--- config.mk ---
export PLATFORM = sky130hd
export DESIGN_NAME = irq_pending_ctrl
export DESIGN_NICKNAME = d
export VERILOG_FILES = /design/src/rtl/irq_pending_ctrl_pkg.sv /design/src/rtl/four_two_pe.sv /design/src/rtl/irq_pending_ctrl.sv
export SDC_FILE = /design/constraint.sdc
export NUM_CORES = 1
export LEC_CHECK = 0
export CORE_UTILIZATION = 40
export CTS_BUF_LIST = sky130_fd_sc_hd__clkbuf_16
export DETAILED_ROUTE_END_ITERATION = 8
export PLACE_DENSITY = 0.7
export SYNTH_ARGS = -nofsm -noshare
export SYNTH_HDL_FRONTEND = slang
export SYNTH_HIERARCHICAL = 1
export SYNTH_SLANG_ARGS = --single-unit
--- constraint.sdc ---
create_clock -name clk -period 4.5 [get_ports clk]
set_clock_uncertainty 0.1 [all_clocks]
set_input_delay 0.45 -clock clk [delete_from_list [all_inputs] [get_ports clk]]
set_output_delay 0.45 -clock clk [all_outputs]
set_load 0.01 [all_outputs]
--- src/rtl/irq_pending_ctrl_pkg.sv ---
// Shared definitions for the pending-interrupt controller: line count, id width
// and FSM state encodings.
package irq_pending_ctrl_pkg;

    localparam int unsigned NumLines = 4;
    localparam int unsigned IdWidth  = 2;

    typedef logic [NumLines-1:0] line_vec_t;
    typedef logic [IdWidth-1:0]  line_id_t;

    localparam logic [1:0] StIdle    = 2'd0;
    localparam logic [1:0] StPresent = 2'd1;
    localparam logic [1:0] StRecover = 2'd2;

    function automatic line_vec_t id_to_onehot(line_id_t id);
        return line_vec_t'(1) << id;
    endfunction

endpackage

--- src/rtl/four_two_pe.sv ---
// 4-to-2 fixed-priority encoder: bit 3 wins, returns 0 when no bit is set.
module four_two_pe (
    input  logic [3:0] data,
    output logic [1:0] idx
);

    always_comb begin
        idx = 2'd0;
        if (data[3]) begin
            idx = 2'd3;
        end else if (data[2]) begin
            idx = 2'd2;
        end else if (data[1]) begin
            idx = 2'd1;
        end else if (data[0]) begin
            idx = 2'd0;
        end
    end

endmodule

--- src/rtl/irq_pending_ctrl.sv ---
// Sticky pending-interrupt capture with fixed-priority presentation over a
// valid/ack handshake; one request served per handshake, no preemption.
module irq_pending_ctrl
    import irq_pending_ctrl_pkg::*;
#(
    parameter int unsigned EDGE_MODE = 1
) (
    input  logic                clk,
    input  logic                rst,
    input  logic [NumLines-1:0] req,
    input  logic [NumLines-1:0] mask,
    input  logic                irq_ack,
    output logic                irq_valid,
    output logic [IdWidth-1:0]  irq_id,
    output logic [NumLines-1:0] pending,
    output logic [NumLines-1:0] overflow
);

    line_vec_t  req_q;
    line_vec_t  pending_q, pending_d;
    line_vec_t  overflow_q, overflow_d;
    line_vec_t  evt;
    line_vec_t  eligible;
    line_vec_t  ack_clr;
    logic       armed_q;
    logic [1:0] state_q, state_d;
    line_id_t   id_q, id_d;
    line_id_t   pe_idx;
    logic       any_eligible;
    logic       ack_fire;

    // armed_q blocks the first clock after reset, so a line already high is not an edge
    always_comb begin
        if (EDGE_MODE != 0) begin
            evt = req & ~req_q & {NumLines{armed_q}};
        end else begin
            evt = req;
        end
    end

    assign ack_fire = (state_q == StPresent) && irq_ack;
    assign ack_clr  = ack_fire ? id_to_onehot(id_q) : '0;

    // A new event on the line being acknowledged keeps it pending without flagging overflow
    always_comb begin
        pending_d = (pending_q & ~ack_clr) | evt;
        if (EDGE_MODE != 0) begin
            overflow_d = (overflow_q | (evt & pending_q)) & ~ack_clr;
        end else begin
            overflow_d = overflow_q & ~ack_clr;
        end
    end

    assign eligible     = pending_q & ~mask;
    assign any_eligible = |eligible;

    four_two_pe u_pe (
        .data (eligible),
        .idx  (pe_idx)
    );

    // RECOVER is the single non-presenting cycle after an ack; it may launch the next one
    always_comb begin
        state_d = state_q;
        id_d    = id_q;
        unique case (state_q)
            StIdle, StRecover: begin
                if (any_eligible) begin
                    state_d = StPresent;
                    id_d    = pe_idx;
                end else begin
                    state_d = StIdle;
                end
            end
            StPresent: begin
                if (irq_ack) begin
                    state_d = StRecover;
                end
            end
            default: state_d = StIdle;
        endcase
    end

    always_ff @(posedge clk or posedge rst) begin
        if (rst) begin
            state_q    <= StIdle;
            id_q       <= '0;
            req_q      <= '0;
            armed_q    <= 1'b0;
            pending_q  <= '0;
            overflow_q <= '0;
        end else begin
            state_q    <= state_d;
            id_q       <= id_d;
            req_q      <= req;
            armed_q    <= 1'b1;
            pending_q  <= pending_d;
            overflow_q <= overflow_d;
        end
    end

    assign irq_valid = (state_q == StPresent);
    assign irq_id    = id_q;
    assign pending   = pending_q;
    assign overflow  = overflow_q;

endmodule

## After elaboration in Yosys (flattened, before gate mapping)

Index checks and enable logic that the tools add are counted.

| word-level totals | value |
|---|---|
| output and inout bits | 11 |
| bits of input ports | 11 |
| flip-flop bits (word level) | 17 |

| cells by class | value |
|---|---|
| eq/ne operators | 3 |
| reduce and logical (&&, ||, !) cells | 5 |
| shifts and indexed selects | 1 |
| muxes and demuxes | 7 |
| bitwise operators | 11 |

Operators with widths:

| operator | count |
|---|---|
| 4-bit bitwise AND | 6 |
| 4-bit inverter | 3 |
| 4-bit bitwise OR | 2 |
| 2-bit two-way mux | 3 |
| 4-bit two-way mux | 1 |
| 2-bit case mux with 2 select lines | 1 |
| 4-bit OR reduction | 1 |
| 1-bit by 2-bit left shift with 4-bit output (first input constant) | 1 |
| 2-bit by 1-bit equality test with 1-bit output (second input constant) | 1 |
| 2-bit equality test (second input constant) | 1 |
| 2-bit logical NOT | 1 |
| 1-bit two-way mux | 2 |
| 2-bit inequality test (second input constant) | 1 |
| 2-bit AND reduction | 1 |
| 2-bit OR reduction | 1 |
| 1-bit logical AND | 1 |

## Logic depth before layout (Yosys ltp)

Gate-level depths: netlist of run 1.

| logic depth | value |
|---|---|
| word-level depth | 6 |
| mapped depth | 4 |
| mapped depth without buffers | 4 |

## Modules after synthesis

The synthesis of run 1 kept the hierarchy.

By module, submodules not included:

| module | area an instance (um^2) | cells an instance | instances |
|---|---|---|---|
| irq_pending_ctrl | 680.7 | 57 | 1 |
| four_two_pe | 17.5 | 3 | 1 |

## Worst setup path before layout of run 1

Ideal clock, no wire load.

| timing path | value |
|---|---|
| path kind | reg-to-reg |
| start | register pending_q[3] (netlist: pending[3]) |
| end | register id_q[0] (netlist: irq_id[0]) |
| setup time | 125 ps |
| data arrival time | 1320 ps |
| stages on the path, launching flop included | 4 |
| path slack | 2955 ps |
| required time | 4275 ps |
| period minus slack after synthesis | 1545 ps |
| buffers on the path | 0 |
| cell sequence | dfrtp_1 -> nor2b_1 -> o41a_1 -> mux2_4 |

| on the way | value |
|---|---|
| longest elaborated chain between the ends | 3 |

Ends and longest elaborated chain:

| item | RTL line | text |
|---|---|---|
| from (decl) | irq_pending_ctrl.sv:20 | `line_vec_t pending_q, pending_d;` |
| from (signal assigned) | irq_pending_ctrl.sv:97 | `pending_q <= pending_d;` |
| 4-bit bitwise AND * | irq_pending_ctrl.sv:54 | `assign eligible = pending_q & ~mask;` |
| via eligible[3] | irq_pending_ctrl.sv:23 | `line_vec_t eligible;` |
| 4-bit OR reduction | irq_pending_ctrl.sv:55 | `assign any_eligible = \|eligible;` |
| 2-bit AND reduction (no line) | -- |  |
| to (signal assigned) | irq_pending_ctrl.sv:94 | `id_q <= id_d;` |
| to (decl) | irq_pending_ctrl.sv:27 | `line_id_t id_q, id_d;` |

Mark *: on every way through the listed nets, which the timed path passes. The rest lies on a longest branch.
A chain may end at the register's enable or synchronous reset.

## Worst setup path in the final report of run 1

| timing path | value |
|---|---|
| start | register state_q[0] |
| end | output irq_valid |

| on the way | value |
|---|---|
| longest elaborated chain between the ends | 1 |

Ends and longest elaborated chain:

| item | RTL line | text |
|---|---|---|
| from (decl) | irq_pending_ctrl.sv:26 | `logic [1:0] state_q, state_d;` |
| from (signal assigned) | irq_pending_ctrl.sv:86 | `state_q <= StIdle;` |
| from (signal assigned) | irq_pending_ctrl.sv:93 | `state_q <= state_d;` |
| 2-bit by 1-bit equality test with 1-bit output | irq_pending_ctrl.sv:102 | `assign irq_valid = (state_q == StPresent);` |
| to (decl) | irq_pending_ctrl.sv:13 | `output logic irq_valid,` |

No other way between the ends.

==> results of run 1 <==
flip-flops by register name, indices dropped and copies added (netlist names):
name and flops:
irq_id 2, pending 4, state_q 2, req_q 4, armed_q 1, overflow 4
kinds of logic after synthesis:
family                 synth area share [%]
AOI/OAI and AO/OA                      12.5
buffers and inverters                  3.76
DFF                                    60.9
muxes                                  4.30
other                                 0.537
and+or+nand+nor                        17.9
metal layers:
layer / share of wire, % / wire (um)
met1: 48 / 614
met2: 46 / 589
met3: 5.4 / 69
met4: 0.47 / 6
met5: 0 / 0
path summary, 6_finish.rpt:
path | startpoint | end | slack, ns | cells after the start
max in group asynchronous | rst | pending[0] | 3.40 | 2
worst min-delay path | req_q[2] | pending[2] | 0.36 | 1
min in group asynchronous | rst | armed_q | 0.49 | 2
worst max register to register | pending[3] | irq_id[1] | 2.92 | 3
worst min register to register | req_q[2] | pending[2] | 0.36 | 1
worst max-delay path | state_q[0] | irq_valid | 2.59 | 3
cell type report:
class                   instances  area [sq um]  area share [%]
clock buffers                   3          75.1            7.45
multi-input cells              36           246            24.5
repair buffers                 21           210            20.9
well taps                      16          20.0            1.99
flip-flops and latches         17           425            42.2
inverters                       7          26.3            2.61
clock inverters                 1          3.75           0.373
critical path: stages (launching register included):
cell             delay, ns
dfrtp_1               0.36
inv_1                 0.07
nor2_1                0.13
clkdlybuf4s50_1       0.56
synthesized netlist by cell type, types with 2 or more instances:
cell type | instances | area (sq um)
a21o_1 | 2 | 15.0
a21oi_1 | 2 | 10.0
and3b_1 | 2 | 17.5
dfrtp_1 | 17 | 425
inv_1 | 7 | 26.3
mux2_4 | 2 | 30.0
nand2_1 | 3 | 11.3
nor2_1 | 4 | 15.0
nor2b_1 | 3 | 18.8
nor3_1 | 2 | 10.0
o21ai_0 | 2 | 10.0
o21bai_1 | 2 | 15.0
report_power, final:
| part | total (mW) | switching (mW) | internal (mW) |
|---|---|---|---|
| clock network | 0.172 | 0.0540 | 0.118 |
| registers | 0.253 | 0.0462 | 0.206 |
| logic | 0.252 | 0.0987 | 0.154 |
per-stage QoR:
stage	area, sq um	util [%]	power, mW	setup WS, ns
after CTS	1010	63.9	0.684	2.58
after global placement	928	58.9	0.505	2.50
final	1010	63.9	0.677	2.59
after global routing	1010	63.9	0.718	2.54
after floorplan	698	-	0.379	2.95
after detailed placement	928	58.9	0.507	2.48
==> impl_results.md, run 1 <==
* Outcome: finished, violations left
* Failing checks: DRC
* Final period utilization at between 40% and 50%
* Clock-pin slew on the worst setup and hold paths at roughly 0.050 ns
* Routed len/inst at 12.7 um
* Sequential area share after synthesis at about three fifths
* Post-route insts no fill at between 100 and 150
* GRT overflow at 0
* Vias per Instance at approximately 5
* Largest net degree at the start of global routing at 18
* Gpl congestion at 0.784
* CP Class: flip-flop to primary output
* PortBufs at 21
* # resized after CTS at 0
* Worst Setup End Kind: primary output
* EDFF count, synth at 0
* Clock tree buffer depth at 2
* Fillers at 136
* Core ar. at ~0.0016 sq mm
* Final setup viols at 0
* Post-cts hold buffer count at 0
* Fin. Hold Viols at 0
* Dpl hpwl at around 940 um
* Hold WS at approximately 0.36 ns
* Initial antenna violation count at 0
* Worst skew pair latency at approximately 0.24 ns
* DP Cell Count at 97
* Number of diodes at 0
* H-tree levels at 1
* Postcts setup bufs at 0
* Most frequent cells in the layout: clkdlybuf4s50_1, dfrtp_1, inv_1
* Clock root buffer: clkbuf_16
* Die height at 43.8 um
* Gr busiest metal: met2
* I/O pin cnt at 22
* Worst hold-check path type: flip-flop to flip-flop
* Crit path max fanout at 3
* Drt first pass iters at 6
* Max cap viols at 0
* Mapped Cells at 60
* Die W at between 40 and 50 um
* Syn_area_per_cell at ~12 sq um
* Post-DRT Antenna Nets at 0
* Most common cell after layout, fill and taps aside: clkdlybuf4s50_1
* Register bit total from synthesis at 17
* Yosys Warn Count at 6
* Tightest Pin Transition at roughly 0.63 ns
* Setup crit start kind: flip-flop
* Initial drt markers at 5
* Std-Cell Rows at 14
* Fin nets at 97
* Async S/R FF share, synth at 100%
* Lkg Pwr at approximately 0.47 nW
* Post-synth net total at 71
* F_max at between 500 and 600 MHz
* Most used flip-flop cell after synthesis: dfrtp_1
* Syn Std Cell Area at 698 sq um
* CTS tree: yes
* Met2 usage at 24.2%
* Critical path required time at 3.95 ns
* Vias in the first global route at just over 500
* Min cycle time layout at ~1.9 ns
* Peak supply drop at roughly 360 uV
* Clock sink count at 17
* CP Data Arrival Time at about 1.4 ns
* First-pass GRT wire length at roughly 2.2 mm
* M1 GR Usage at 22.0%
* Worst slew margin at slightly below 60%
* Clock buffer count from CTS at 3
* Die footprint at ~0.0019 sq mm
* Total number of vias at 497
* Power Density at 672 mW/mm^2
* DRT Wirelength at 1.28 mm
* Area added between synthesis and finish at 44.3%
* GRT Util Overall at around 16%
* Initial Util at 44.3%
* RSZ-0062 raised after global routing: no
* Routing usage on met3 at about 3.8%
* Synth cell types at 24
* Setup TNS at 0 ns
* Layout cells sized above 1 at between 7 and 8%
* # DRC at 2
* Slew Viols, Final at 0
Note: power is estimated with default switching activity, not from simulation.
==> run 2, diff against run 1 <==
--- a/config.mk
+++ b/config.mk
@@ -5,10 +5,10 @@
 export SDC_FILE = /design/constraint.sdc
 export NUM_CORES = 1
 export LEC_CHECK = 0
-export CORE_UTILIZATION = 40
+export CORE_UTILIZATION = 39
 export CTS_BUF_LIST = sky130_fd_sc_hd__clkbuf_16
 export DETAILED_ROUTE_END_ITERATION = 8
-export PLACE_DENSITY = 0.7
+export PLACE_DENSITY = 0.72
 export SYNTH_ARGS = -nofsm -noshare
 export SYNTH_HDL_FRONTEND = slang
 export SYNTH_HIERARCHICAL = 1
==> constraint.sdc (replaced) <==
create_clock -name clk -period 1.6 [get_ports clk]
set_clock_uncertainty 0.1 [all_clocks]
set_input_delay 0.16 -clock clk [delete_from_list [all_inputs] [get_ports clk]]
set_output_delay 0.16 -clock clk [all_outputs]
set_load 0.01 [all_outputs]
==> run 2 against run 1 <==
Against the previous run:
- the flow now finishes without violations
- sequential power rose to 2.8 times the previous value
- sequential cell count unchanged
- critical path depth unchanged
- total power rose to 2.9 times the previous value
- critical endpoint is now irq_id[0]
==> impl_results.md, run 2 (synthesized netlist as in run 1, its figures left out) <==
* Die footprint at 0.00196 sq mm (was 0.00192 sq mm)
* CTS tree: yes (unchanged)
* GRT Util Overall at 17.9% (was 16.1%)
* Crit path max fanout at 4 (was 3)
* F_max at ~650 MHz
* Setup crit start kind: flip-flop (unchanged)
* Gpl congestion at 0.673 (was 0.784)
* CP Data Arrival Time at 1.57 ns (was 1.36 ns)
* Outcome: finished clean (was finished, violations left)
* RSZ-0062 raised after global routing: no (unchanged)
* Fin nets at 101 (was 97)
* Layout cells sized above 1 at 12.4% (was 7.06%)
* I/O pin cnt at 22 (unchanged)
* Core ar. at 0.00159 sq mm (was 0.00158 sq mm)
* GRT overflow at 0 (unchanged)
* Power Density at 1860 mW/mm^2 (was 672 mW/mm^2)
* Drt first pass iters at 2 (was 6)
* Clock tree buffer depth at 2 (unchanged)
* Total number of vias at 530 (was 497)
* Area added between synthesis and finish at 50.0% (was 44.3%)
* PortBufs at 21 (unchanged)
* Min cycle time layout at about 1.5 ns
* Clock-pin slew on the worst setup and hold paths at 0.05 ns (about the same)
* # DRC at 0 (was 2)
* Number of diodes at 0 (unchanged)
* M1 GR Usage at 20.9% (was 22.0%)
* Worst hold-check path type: primary input to asynchronous set/reset pin (was flip-flop to flip-flop)
* First-pass GRT wire length at 2.43 mm (was 2.18 mm)
* Fin. Hold Viols at 0 (unchanged)
* Post-DRT Antenna Nets at 0 (unchanged)
* Routed len/inst at 12.2 um (was 12.7 um)
* Initial antenna violation count at 0 (unchanged)
* Std-Cell Rows at 14 (unchanged)
* Setup TNS at 0 ns (unchanged)
* Most common cell after layout, fill and taps aside: clkdlybuf4s50_1 (unchanged)
* Critical path required time at 1.63 ns (was 3.95 ns)
* DRT Wirelength at 1.38 mm (was 1.28 mm)
* Postcts setup bufs at 0 (unchanged)
* Max cap viols at 0 (unchanged)
* Most frequent cells in the layout: clkdlybuf4s50_1, dfrtp_1, inv_1 (unchanged)
* Vias per Instance at 4.69 (was 4.92)
* Initial Util at 43.8% (was 44.3%)
* Gr busiest metal: met2 (unchanged)
* Largest net degree at the start of global routing at 18 (unchanged)
* Slew Viols, Final at 0 (unchanged)
* Worst skew pair latency at 0.25 ns (was 0.24 ns)
* CP Class: flip-flop to flip-flop (was flip-flop to primary output)
* Worst Setup End Kind: flip-flop (was primary output)
* Initial drt markers at 1 (was 5)
* Routing usage on met3 at 7.76% (was 3.75%)
* Dpl hpwl at 1.02 mm (was 943 um)
* Vias in the first global route at 561 (was 510)
* Peak supply drop at 1000 uV (was 363 uV)
* Tot Pwr at 1.95 mW (was 0.677 mW)
* Die height at 44.3 um (was 43.8 um)
* Clock root buffer: clkbuf_16 (unchanged)
* Final setup viols at 0 (unchanged)
* Clock buffer count from CTS at 3 (unchanged)
* Met2 usage at 28.8% (was 24.2%)
* Clock sink count at 17 (unchanged)
* Die W at 44.3 um (was 43.8 um)
* H-tree levels at 1 (unchanged)
* Final period utilization at a little over nine tenths
* Lkg Pwr at 0.489 nW (was 0.470 nW)
## run 2: cell types whose count changed in the layout (fill, tap and decap cells not counted)
cell	change
clkinv_2	+1
inv_1	-1
buf_4	+4
clkdlybuf4s50_1	-1
dlygate4sd2_1	+1
## run 2: stage by stage
step                      std cells  instance area (sq um)  utilization, %  setup slack, ns  hold WS, ns
after detailed placement        109                    968            60.8           -0.143        0.351
final                           113                   1050            65.7           0.0568        0.134
after floorplan                  60                    698               -           0.0548      -0.0139
after global routing            113                   1050            65.7          0.00227        0.183
after CTS                       113                   1050            65.7           0.0485        0.140
after global placement          109                    968            60.8           -0.114        0.350
## run 2: timing repair
action / in CTS / in global routing
resized for setup: 1 / 0
hold buffers: 0 / 0
endpoints found under the setup margin: 1 / 0
## run 2: worst max-delay path, stage by stage (launching register included)
cell,delay [ns]
dfrtp_1,0.40
nor2b_1,0.17
o41a_1,0.44
mux2_4,0.32
## run 2: power by group
part | leakage [nW] | total, mW | internal (mW) | switching, mW
clock | 0.0409 | 0.492 | 0.334 | 0.158
combinational | 0.257 | 0.762 | 0.458 | 0.305
sequential | 0.192 | 0.698 | 0.580 | 0.118
total | 0.489 | 1.95 | 1.37 | 0.581
## run 2: area by class of cell
type                       instances  area, sq um
clock buffer                       3         75.1
clock inverter                     1         5.00
fill                             126          547
inverter                           7         26.3
multi-input combinational         36          246
sequential                        17          425
tap                               24         30.0
timing repair buffer              25          239
## run 2: layer usage
layer / part of all wire, % / vias to the layer above / wire, um
met3: 3.8 / 2 / 53
met2: 49 / 10 / 680
li1: - / 260 / -
met5: 0 / - / 0
met1: 46 / 258 / 629
met4: 0.94 / 0 / 13
## run 2: path summary, 6_finish.rpt
path | start | end | slack [ns] | cells past startpoint
min | rst | overflow[3] | 0.13 | 3
min reg2reg | req_q[2] | pending[2] | 0.37 | 1
max | pending[2] | irq_id[0] | 0.06 | 3
max reg2reg | pending[2] | irq_id[0] | 0.06 | 3
min in group clk | req[1] | req_q[1] | 0.28 | 1
max in group asynchronous | rst | overflow[2] | 1.08 | 3
